--- src/rtl/diff_link_scheduler_pkg.sv ---
// Shared types and default parameters for the differential-link frame scheduler.
package diff_link_scheduler_pkg;

    localparam int unsigned DefNumReq = 4;
    localparam int unsigned DefWordW  = 8;
    localparam logic [31:0] DefIncr   = 32'd171;

    typedef enum logic [1:0] {
        StIdle,
        StStart,
        StData,
        StStop
    } state_e;

endpackage

--- src/rtl/diff_link_strobe.sv ---
// Free-running phase accumulator; strobe marks the cycle after each 32-bit wrap.
module diff_link_strobe
    import diff_link_scheduler_pkg::*;
#(
    parameter logic [31:0] INCR = DefIncr
) (
    input  logic clock,
    input  logic reset_n,
    output logic strobe
);

    logic [31:0] r_acc;

    always_ff @(posedge clock or negedge reset_n) begin
        if (!reset_n) begin
            r_acc <= INCR;
        end else begin
            r_acc <= r_acc + INCR;
        end
    end

    // Accumulator below INCR means the last add wrapped; INCR=0 never strobes.
    assign strobe = (r_acc < INCR);

endmodule

--- src/rtl/diff_link_scheduler.sv ---
// Round-robin arbiter feeding one serial line: start bit 1, WORD_W data bits MSB-first, stop bit 0.
module diff_link_scheduler
    import diff_link_scheduler_pkg::*;
#(
    parameter int unsigned NUM_REQ = DefNumReq,
    parameter int unsigned WORD_W  = DefWordW,
    parameter logic [31:0] INCR    = DefIncr,
    localparam int unsigned IdW    = (NUM_REQ > 1) ? $clog2(NUM_REQ) : 1
) (
    input  logic                      clock,
    input  logic                      reset_n,
    input  logic [NUM_REQ-1:0]        req_valid,
    input  logic [NUM_REQ*WORD_W-1:0] req_data,
    output logic [NUM_REQ-1:0]        req_ready,
    output logic                      data_signal,
    output logic [IdW-1:0]            active_id,
    output logic                      busy,
    output logic                      frame_done
);

    localparam int unsigned     CntW    = $clog2(WORD_W + 1);
    localparam logic [CntW-1:0] LastBit = CntW'(WORD_W - 1);

    logic                w_strobe;
    logic [WORD_W-1:0]   w_words [NUM_REQ];
    logic [IdW-1:0]      w_idx;
    logic [IdW-1:0]      w_win;
    logic                w_found;
    logic                w_grant;
    logic                w_dsig_d;
    state_e              w_state_d;
    logic [WORD_W-1:0]   w_shift_d;
    logic [CntW-1:0]     w_cnt_d;

    state_e              r_state;
    logic [WORD_W-1:0]   r_shift;
    logic [CntW-1:0]     r_cnt;
    logic [IdW-1:0]      r_ptr;
    logic [IdW-1:0]      r_active;
    logic [NUM_REQ-1:0]  r_ready;
    logic                r_dsig;
    logic                r_done;

    diff_link_strobe #(
        .INCR(INCR)
    ) u_strobe (
        .clock  (clock),
        .reset_n(reset_n),
        .strobe (w_strobe)
    );

    for (genvar g = 0; g < NUM_REQ; g++) begin : g_unpack
        assign w_words[g] = req_data[g*WORD_W +: WORD_W];
    end

    // Round-robin search starting at r_ptr (one past the last grantee).
    always_comb begin
        w_found = 1'b0;
        w_win   = '0;
        w_idx   = '0;
        for (int i = 0; i < NUM_REQ; i++) begin
            w_idx = IdW'((int'(r_ptr) + i) % NUM_REQ);
            if (!w_found && req_valid[w_idx]) begin
                w_found = 1'b1;
                w_win   = w_idx;
            end
        end
    end

    always_comb begin
        w_state_d = r_state;
        w_grant   = 1'b0;
        w_shift_d = r_shift;
        w_cnt_d   = r_cnt;
        unique case (r_state)
            StIdle: begin
                if (w_strobe && w_found) begin
                    w_state_d = StStart;
                    w_grant   = 1'b1;
                    w_shift_d = w_words[w_win];
                    w_cnt_d   = '0;
                end
            end
            StStart: begin
                if (w_strobe) w_state_d = StData;
            end
            StData: begin
                if (w_strobe) begin
                    if (r_cnt == LastBit) begin
                        w_state_d = StStop;
                    end else begin
                        w_shift_d = {r_shift[WORD_W-2:0], 1'b0};
                        w_cnt_d   = r_cnt + 1'b1;
                    end
                end
            end
            StStop: begin
                if (w_strobe) w_state_d = StIdle;
            end
            default: w_state_d = StIdle;
        endcase
        // Line value is computed from next state so the registered output tracks the FSM.
        w_dsig_d = (w_state_d == StStart) || ((w_state_d == StData) && w_shift_d[WORD_W-1]);
    end

    always_ff @(posedge clock or negedge reset_n) begin
        if (!reset_n) begin
            r_state  <= StIdle;
            r_shift  <= '0;
            r_cnt    <= '0;
            r_ptr    <= '0;
            r_active <= '0;
            r_ready  <= '0;
            r_dsig   <= 1'b0;
            r_done   <= 1'b0;
        end else begin
            r_state <= w_state_d;
            r_shift <= w_shift_d;
            r_cnt   <= w_cnt_d;
            r_dsig  <= w_dsig_d;
            r_ready <= w_grant ? (NUM_REQ'(1) << w_win) : '0;
            r_done  <= (r_state == StStop) && w_strobe;
            if (w_grant) begin
                r_active <= w_win;
                r_ptr    <= (int'(w_win) == NUM_REQ - 1) ? '0 : w_win + 1'b1;
            end
        end
    end

    assign req_ready   = r_ready;
    assign data_signal = r_dsig;
    assign active_id   = r_active;
    assign busy        = (r_state != StIdle);
    assign frame_done  = r_done;

endmodule
--- config.mk ---
export PLATFORM = sky130hd
export DESIGN_NAME = diff_link_scheduler
export DESIGN_NICKNAME = d
export VERILOG_FILES = /design/src/rtl/diff_link_scheduler_pkg.sv /design/src/rtl/diff_link_strobe.sv /design/src/rtl/diff_link_scheduler.sv
export SDC_FILE = /design/constraint.sdc
export NUM_CORES = 1
export LEC_CHECK = 0
export ABC_AREA = 1
export BUFFER_PORTS_ARGS = -buffer_cell sky130_fd_sc_hd__buf_2
export CORE_ASPECT_RATIO = 0.8
export CORE_MARGIN = 5
export CORE_UTILIZATION = 24
export CTS_BUF_LIST = sky130_fd_sc_hd__clkbuf_8
export DETAILED_ROUTE_END_ITERATION = 10
export PLACE_DENSITY = 0.49
export SLEW_MARGIN = 20
export SYNTH_ARGS = -nofsm -noshare
export SYNTH_HDL_FRONTEND = slang
export SYNTH_HIERARCHICAL = 1
export SYNTH_SLANG_ARGS = --single-unit
--- constraint.sdc ---
create_clock -name clock -period 2.1 [get_ports clock]
set_clock_uncertainty 0.1 [all_clocks]
set_input_delay 0.105 -clock clock [delete_from_list [all_inputs] [get_ports clock]]
set_output_delay 0.105 -clock clock [all_outputs]
set_load 0.005 [all_outputs]
==> metrics.yaml, run 1 <==
outcome:
  status: "finished with violations"
  violations: "setup timing"
synth:
  netlist_instances: 546
  synthDistinctLibCells: 38
  synth-main-ff-cell: "dfrtp_1"
  synthTopCellsByArea: "dfrtp_1 (33%), nand2_1 (18%), inv_1 (6.9%)"
  avgSynthCellArea_um2: 7.04
  synth.net_count: 591
  yosysSeqAreaShare_pct: 36.6
  synth.cell_area_mm2: 0.00384
  synth_edf_count: 0
  ys_warn_count: 6
  ys_ff_latch: 56
  yosysTopAreaCellShare_pct: 33.2
  async_flop_share_pct: 100
  yosysTopAreaCell: "dfrtp_1"
routing:
  drc: 0
  dr_total_vias: 3760
  wl_per_cell_um: 12.4
  drtIter0Drc: 228
  final_antenna_net_count: 0
  wl_um: 10900
  drt-pass1-iter-count: 4
  routed_via_density: 4.29
sta:
  whs_ns: 0.00498
  fmax_mhz: 475
  worst_slack_ns: -0.00609
  rsz0062_at_grt: "true"
  slew_violations: 0
  finalSetupViolations: 1
  min_period_ns: 2.11
  maxSlewHeadroom_pct: 67.9
  tightest_slew_ns: 0.481
  post-route-period-util_pct: 100
  hold_viol: 0
global_route:
  antenna_found_initial: 0
  grt_overflow: 0
  grt_max_degree: 23
  met1_usage_pct: 17.2
  grt_pass1_vias: 3655
  grt_usage_pct: 11.9
  grt_util_met2_pct: 18.6
  grt_pass1_wl_um: 17700
  grt_busiest_layer: "met2"
  grt_use_met3_pct: 1.65
critical_path:
  rrSetupSlack_ns: -0.006
  r2r-start: "r_ptr[0]"
  startpoint_type: "register"
  crit_path_max_fanout: 9
  reg2regPathDepth: 12
  worstPathRequired_ns: 2.21
  end_kind: "register"
  critical_path_arrival_ns: 2.22
  worstSetupPathType: "reg2reg"
  crit_start: "r_ptr[0]"
  reg2reg_to: "r_shift[2]"
  worstSetupEndpoint: "r_shift[2]"
job:
  cap_violations: 0
floorplan:
  core-area_mm2: 0.0157
  initial_core_util_pct: 24.4
  die_area_mm2: 0.0187
  die_h_um: 123
  pin_count: 47
  rows: 41
  die_x_um: 151
cts:
  root_buffer: "clkbuf_8"
  insertion_delay_ns: 0.33
  clk_path_buf_depth: 2
  cts.clk_slew.worst_paths_ns: 0.11
  cts_sinks: 56
  htree_levels: 2
  cts_tree: "built"
  cts_buffers: 5
final_layout:
  final_cell_mix: "nand2_1 (161), inv_1 (66), buf_4 (56)"
  areaGrowthSynthToFinish_pct: 34.4
  nets: 706
  fin_area_mm2: 0.00516
  num_antenna_cells: 0
  final_common_cell: "nand2_1"
  drive_gt1_share_pct: 33.2
  multi_input_area_mm2: 0.00221
  final_core_util_pct: 32.8
  fill_cells: 1694
  regArea_mm2: 0.00141
min_path:
  min_from: "req_data[8]"
  hold_path.class: "in2reg"
power_and_ir_drop:
  leakagePower_nw: 2.58
  power_mw: 1.97
  power_density_mw_per_mm2: 382
  vdd_drop_max_mv: 0.191
placement:
  hpwlAfterDp_um: 8500
  post-place-ws_ns: -0.0316
  place.port_buffers: 46
  dpl_cell_area_mm2: 0.00470
  gp_congestion: 0.922
-- where the power goes --
part	internal (mW)	total (mW)	switching, mW
clock	0.278	0.678	0.401
combinational	0.101	0.216	0.115
sequential	1.08	1.08	0
-- area by class of cell --
| class | count | share of cell area [%] |
|---|---|---|
| sequential | 56 | 27.3 |
| clock buffer | 6 | 1.60 |
| clock inverter | 2 | 0.339 |
| timing repair buffer | 117 | 16.5 |
| inverter | 80 | 6.13 |
| multi-input combinational | 401 | 42.9 |
| tap | 215 | 5.21 |
-- worst max-delay path: stages, from the launching register on --
cell      delay (ns)
dfrtp_2         0.47
buf_6           0.15
nand2_1         0.07
nand2_2         0.09
nand2_4         0.08
nand2_4         0.05
nor2_4          0.17
nand3_4         0.14
nand3_4         0.16
inv_6           0.07
buf_12          0.13
o211ai_1        0.18
nand4_1         0.12
-- stage by stage --
| stage | cells | setup TNS [ns] |
|---|---|---|
| floorplan | 546 | 0 |
| global placement | 850 | 0 |
| CTS | 866 | 0 |
| global route | 877 | -1.49 |
| finish | 877 | -0.00609 |
| detailed placement | 850 | -0.113 |
-- routing by layer --
layer,wire [um],share of wire (%)
met5,0,0
met4,134,1.2
met3,349,3.2
met2,4930,45
met1,5440,50
-- cell usage after synthesis (4+ instances only) --
cell type and instances:
ha_1 7, inv_1 71, nand2_1 180, dfrtp_1 51, o211ai_1 6, nor2_4 5
nor2_1 54, inv_2 7, nand4_1 16, o21ai_0 13, dfstp_2 5, nor2_2 7
xnor2_1 4, o21ai_1 10, nand2_4 6, xor2_1 9, nand3_1 37, nand2_2 13
or2_1 7
-- flip-flops by register name (all words and copies together), names as in the netlist --
register        cells
r_cnt               4
r_shift             8
r_state             2
data_signal         1
active_id           2
r_ptr               2
u_strobe/r_acc     32
req_ready           4
frame_done          1
-- logic make-up (layout without fill, tap and decap cells) --
family | count (synthesis) | after routing | share of synthesized area, %
compound gates | 39 | 39 | 6.03
xor+xnor | 14 | 14 | 3.39
fa+ha+maj | 7 | 7 | 2.28
buf+inv | 89 | 205 | 9.84
flops | 56 | 56 | 36.6
simple gates | 341 | 341 | 41.8
-- worst min-delay path by stage --
stage	endpoint	cells past startpoint	slack (ns)
floorplan	active_id[0]	0	-0.29
global placement	u_strobe/r_acc[25]	1	0.001
detailed placement	u_strobe/r_acc[25]	1	0.003
CTS	r_shift[0]	4	0.005
global route	r_shift[0]	4	0.03
finish	r_shift[0]	4	0.005
-- timing repair --
item                                    4_1_cts  5_1_grt
pin swaps                                     0       28
hold endpoints to repair                     22        0
resized for setup                             5       58
hold buffers                                  6        0
cloned                                        0        1
endpoints found under the setup margin       10       15
buffers inserted                              2       10
No activity file was read; power rests on OpenSTA's default activity.
==> run 2, diff against run 1 <==
--- a/config.mk
+++ b/config.mk
@@ -11,8 +11,10 @@
 export CORE_MARGIN = 5
 export CORE_UTILIZATION = 24
 export CTS_BUF_LIST = sky130_fd_sc_hd__clkbuf_8
+export CTS_CLUSTER_DIAMETER = 40
 export DETAILED_ROUTE_END_ITERATION = 10
 export PLACE_DENSITY = 0.49
+export SETUP_SLACK_MARGIN = 0.1
 export SLEW_MARGIN = 20
 export SYNTH_ARGS = -nofsm -noshare
 export SYNTH_HDL_FRONTEND = slang
==> run 2 against run 1 <==
The flow now finishes without violations. Fmax is 1.9% higher. Core utilization is 0.20 points lower. Cell area is 0.61% lower. Setup slack better by 0.039 ns. Register-to-register slack better by 0.04 ns. Global-route usage is 0.16 points higher. Count of clock-buffer cells in the layout is 1 lower. Combinational power is 6% lower. Final cell count is 0.23% lower. Routed wire length is 2.2% lower. Largest cell class unchanged.
==> metrics.yaml, run 2 (synthesized netlist as in run 1, its figures left out) <==
outcome:
  status: "completed"  # was finished with violations
power_and_ir_drop:
  vdd_drop_max_mv: 0.328  # was 0.191 mV
  intPower_mw: 1.53  # was 1.46 mW
  p_comb_share_pct: 10.0  # was 10.9%
  pwr-share-seq_pct: 52.9  # was 54.7%
  p_clk_share_pct: 37.1  # was 34.4%
  switching_share_pct: 25.0  # was 26.1%
  leakagePower_nw: 2.59  # was 2.58 nW
  power_density_mw_per_mm2: 397  # was 382 mW/mm2
  power_mw: 2.04  # was 1.97 mW
  switching_power_mw: 0.510  # was 0.515 mW
critical_path:
  reg2regPathDepth: 12  # unchanged
  worstSetupPathType: "reg2reg"  # unchanged
  reg2reg_to: "r_shift[1]"  # was r_shift[2]
  end_kind: "register"  # unchanged
  worstPathRequired_ns: 2.20  # was 2.21 ns
  path_buf_inv: 3  # unchanged
  crit_path_top_delay_cell: "dfrtp_1"  # was dfrtp_2
  rrSetupSlack_ns: 0.03  # was -0.006 ns
  crit_path_max_fanout: 12  # was 9
  path_cells: "buf_12 -> nand2_1 -> nand2_4 -> nand2_2 -> nand2_2 -> nor2_4 -> nand3_4 -> nand3_4 -> inv_4 -> buf_4 -> o211ai_1 -> nand4_1"  # was buf_6 -> nand2_1 -> nand2_2 -> nand2_4 -> nand2_4 -> nor2_4 -> nand3_4 -> nand3_4 -> inv_6 -> buf_12 -> o211ai_1 -> nand4_1
  cpPeakStageDelay_ns: 0.41  # was 0.47 ns
  critical_path_arrival_ns: 2.17  # was 2.22 ns
  r2r-start: "r_ptr[0]"  # unchanged
  cp_top_family: "simple AND/OR/NAND/NOR gates"  # unchanged
  startpoint_type: "register"  # unchanged
job:
  cap_violations: 0  # unchanged
final_layout:
  final_common_cell: "nand2_1"  # unchanged
  final_cell_mix: "nand2_1 (167), inv_1 (65), buf_4 (56)"  # was nand2_1 (161), inv_1 (66), buf_4 (56)
  fin_area_mm2: 0.00513  # was 0.00516 mm2
  num_antenna_cells: 0  # unchanged
  areaGrowthSynthToFinish_pct: 33.6  # was 34.4%
  largest_reg_flops: 32  # unchanged
  nets: 704  # was 706
  top_register: "u_strobe/r_acc"  # unchanged
  drive_gt1_share_pct: 32.1  # was 33.2%
  fill_cells: 1691  # was 1694
  layout.cells.non_filler: 875  # was 877
  reg.largest.list: "u_strobe/r_acc (32), r_shift (8)"  # unchanged
routing:
  drtIter0Drc: 182  # was 228
  routed_via_density: 4.25  # was 4.29
  wl_um: 10600  # was 10900 um
  drc: 0  # unchanged
  final_antenna_net_count: 0  # unchanged
  dr_total_vias: 3721  # was 3760
  drt-pass1-iter-count: 4  # unchanged
  wl_per_cell_um: 12.1  # was 12.4 um
cts:
  insertion_delay_ns: 0.33  # about the same
  root_buffer: "clkbuf_8"  # unchanged
  cts_tree: "built"  # unchanged
  cts.clk_slew.worst_paths_ns: 0.11  # about the same
  cts_buffers: 5  # unchanged
  cts_sinks: 56  # unchanged
  clk_path_buf_depth: 2  # unchanged
  htree_levels: 2  # unchanged
floorplan:
  initial_core_util_pct: 24.4  # unchanged
  die_x_um: 151  # unchanged
  pin_count: 47  # unchanged
  die_h_um: 123  # unchanged
  core-area_mm2: 0.0157  # unchanged
  rows: 41  # unchanged
  die_area_mm2: 0.0187  # unchanged
placement:
  post-place-ws_ns: -0.0616  # was -0.0316 ns
  hpwlAfterDp_um: 8400  # was 8500 um
  gp_congestion: 0.939  # was 0.922
  place.port_buffers: 46  # unchanged
  dp_cells: 844  # was 850
  dpl_cell_area_mm2: 0.00465  # was 0.00470 mm2
global_route:
  antenna_found_initial: 0  # unchanged
  grt_max_degree: 30  # was 23
  grt_usage_pct: 12.1  # was 11.9%
  grt_overflow: 0  # unchanged
  grt_pass1_wl_um: 18000  # was 17700 um
  grt_pass1_vias: 3752  # was 3655
sta:
  tightest_slew_ns: 0.476  # was 0.481 ns
  finalSetupViolations: 0  # was 1
  worst_slack_ns: 0.0324  # was -0.00609 ns
  rsz0062_at_grt: "true"  # unchanged
  maxSlewHeadroom_pct: 68.2  # was 67.9%
  hold_viol: 0  # unchanged
  min_period_ns: 2.07  # was 2.11 ns
  slew_violations: 0  # unchanged
  fmax_mhz: 484  # was 475 MHz
  post-route-period-util_pct: 98.5  # was 100%
min_path:
  hold-path-endpoint: "r_shift[3]"  # was r_shift[0]
  hold_path.class: "in2reg"  # unchanged
  min_from: "req_data[19]"  # was req_data[8]
  whs_path_depth: 5  # was 4
run 2: changes by cell type in the layout (fill, tap and decap cells not counted), moves of 2 or more:
cell,previous run,this run
o21ai_2,3,5
o21ai_0,10,6
buf_6,5,2
dfrtp_2,2,0
nand2_4,12,9
nand3_1,27,29
inv_2,9,11
dfrtp_1,49,51
o21ai_1,12,14
nand2_2,26,23
nand2_1,161,167
dlygate4sd3_1,6,8
nand3_2,13,11
run 2: how the worst max path moves through the flow:
stage	start	endpoint	slack, ns	cells past startpoint
finish	r_ptr[0]	r_shift[1]	0.03	12
CTS	r_ptr[0]	r_cnt[3]	0.04	14
global placement	r_ptr[0]	r_shift[1]	-0.06	12
global route	r_ptr[0]	r_shift[4]	-0.12	15
detailed placement	r_ptr[0]	r_shift[1]	-0.06	12
floorplan	u_strobe/r_acc[0]	r_cnt[3]	0.12	12
run 2: area by class of cell:
cell class,instances,area (um2),share of cell area (%)
inverter,80,319,6.22
timing repair buffer,115,813,15.8
clock buffer,5,68.8,1.34
multi-input combinational,401,2210,43.1
sequential,56,1410,27.4
clock inverter,3,42.5,0.829
tap,215,269,5.24
run 2: per-layer routing:
layer | part of all wire [%] | global-route usage (%)
met2 | 41 | 17.5
met3 | 4.9 | 3.15
met4 | 1.6 | 3.57
met5 | 0 | 0
met1 | 52 | 17.5
run 2: tightest hold or removal path, stage by stage:
cell     delay (ns)
buf_2          0.08
o21ai_0        0.07
o21ai_1        0.08
nand2_1        0.06
nand2_1        0.04
run 2: stage by stage:
stage / TNS, ns / hold WS, ns / util [%]
after floorplan: 0 / -0.291 / -
after global placement: -0.0733 / -0.192 / 29.5
after detailed placement: -0.123 / -0.188 / 29.5
after CTS: 0 / 0.0107 / 31.7
after global routing: -0.574 / 0.0300 / 32.6
final: 0 / 0.0257 / 32.6
run 2: power by group through the flow:
stage / clock network [mW] / logic (mW) / registers [mW]
2_1_floorplan: 0 / 0.0850 / 1.10
3_3_place_gp: 0 / 0.172 / 1.10
3_5_place_dp: 0 / 0.173 / 1.10
4_1_cts: 0.794 / 0.197 / 1.08
5_1_grt: 0.835 / 0.232 / 1.08
6_report: 0.755 / 0.204 / 1.08
run 2: repair_timing:
action,in CTS,in global routing
hold endpoints to repair,54,0
hold buffers,8,0
gates resized for setup,16,37
buffers inserted,10,5
endpoints found under the setup margin,15,27
pin swaps,7,9
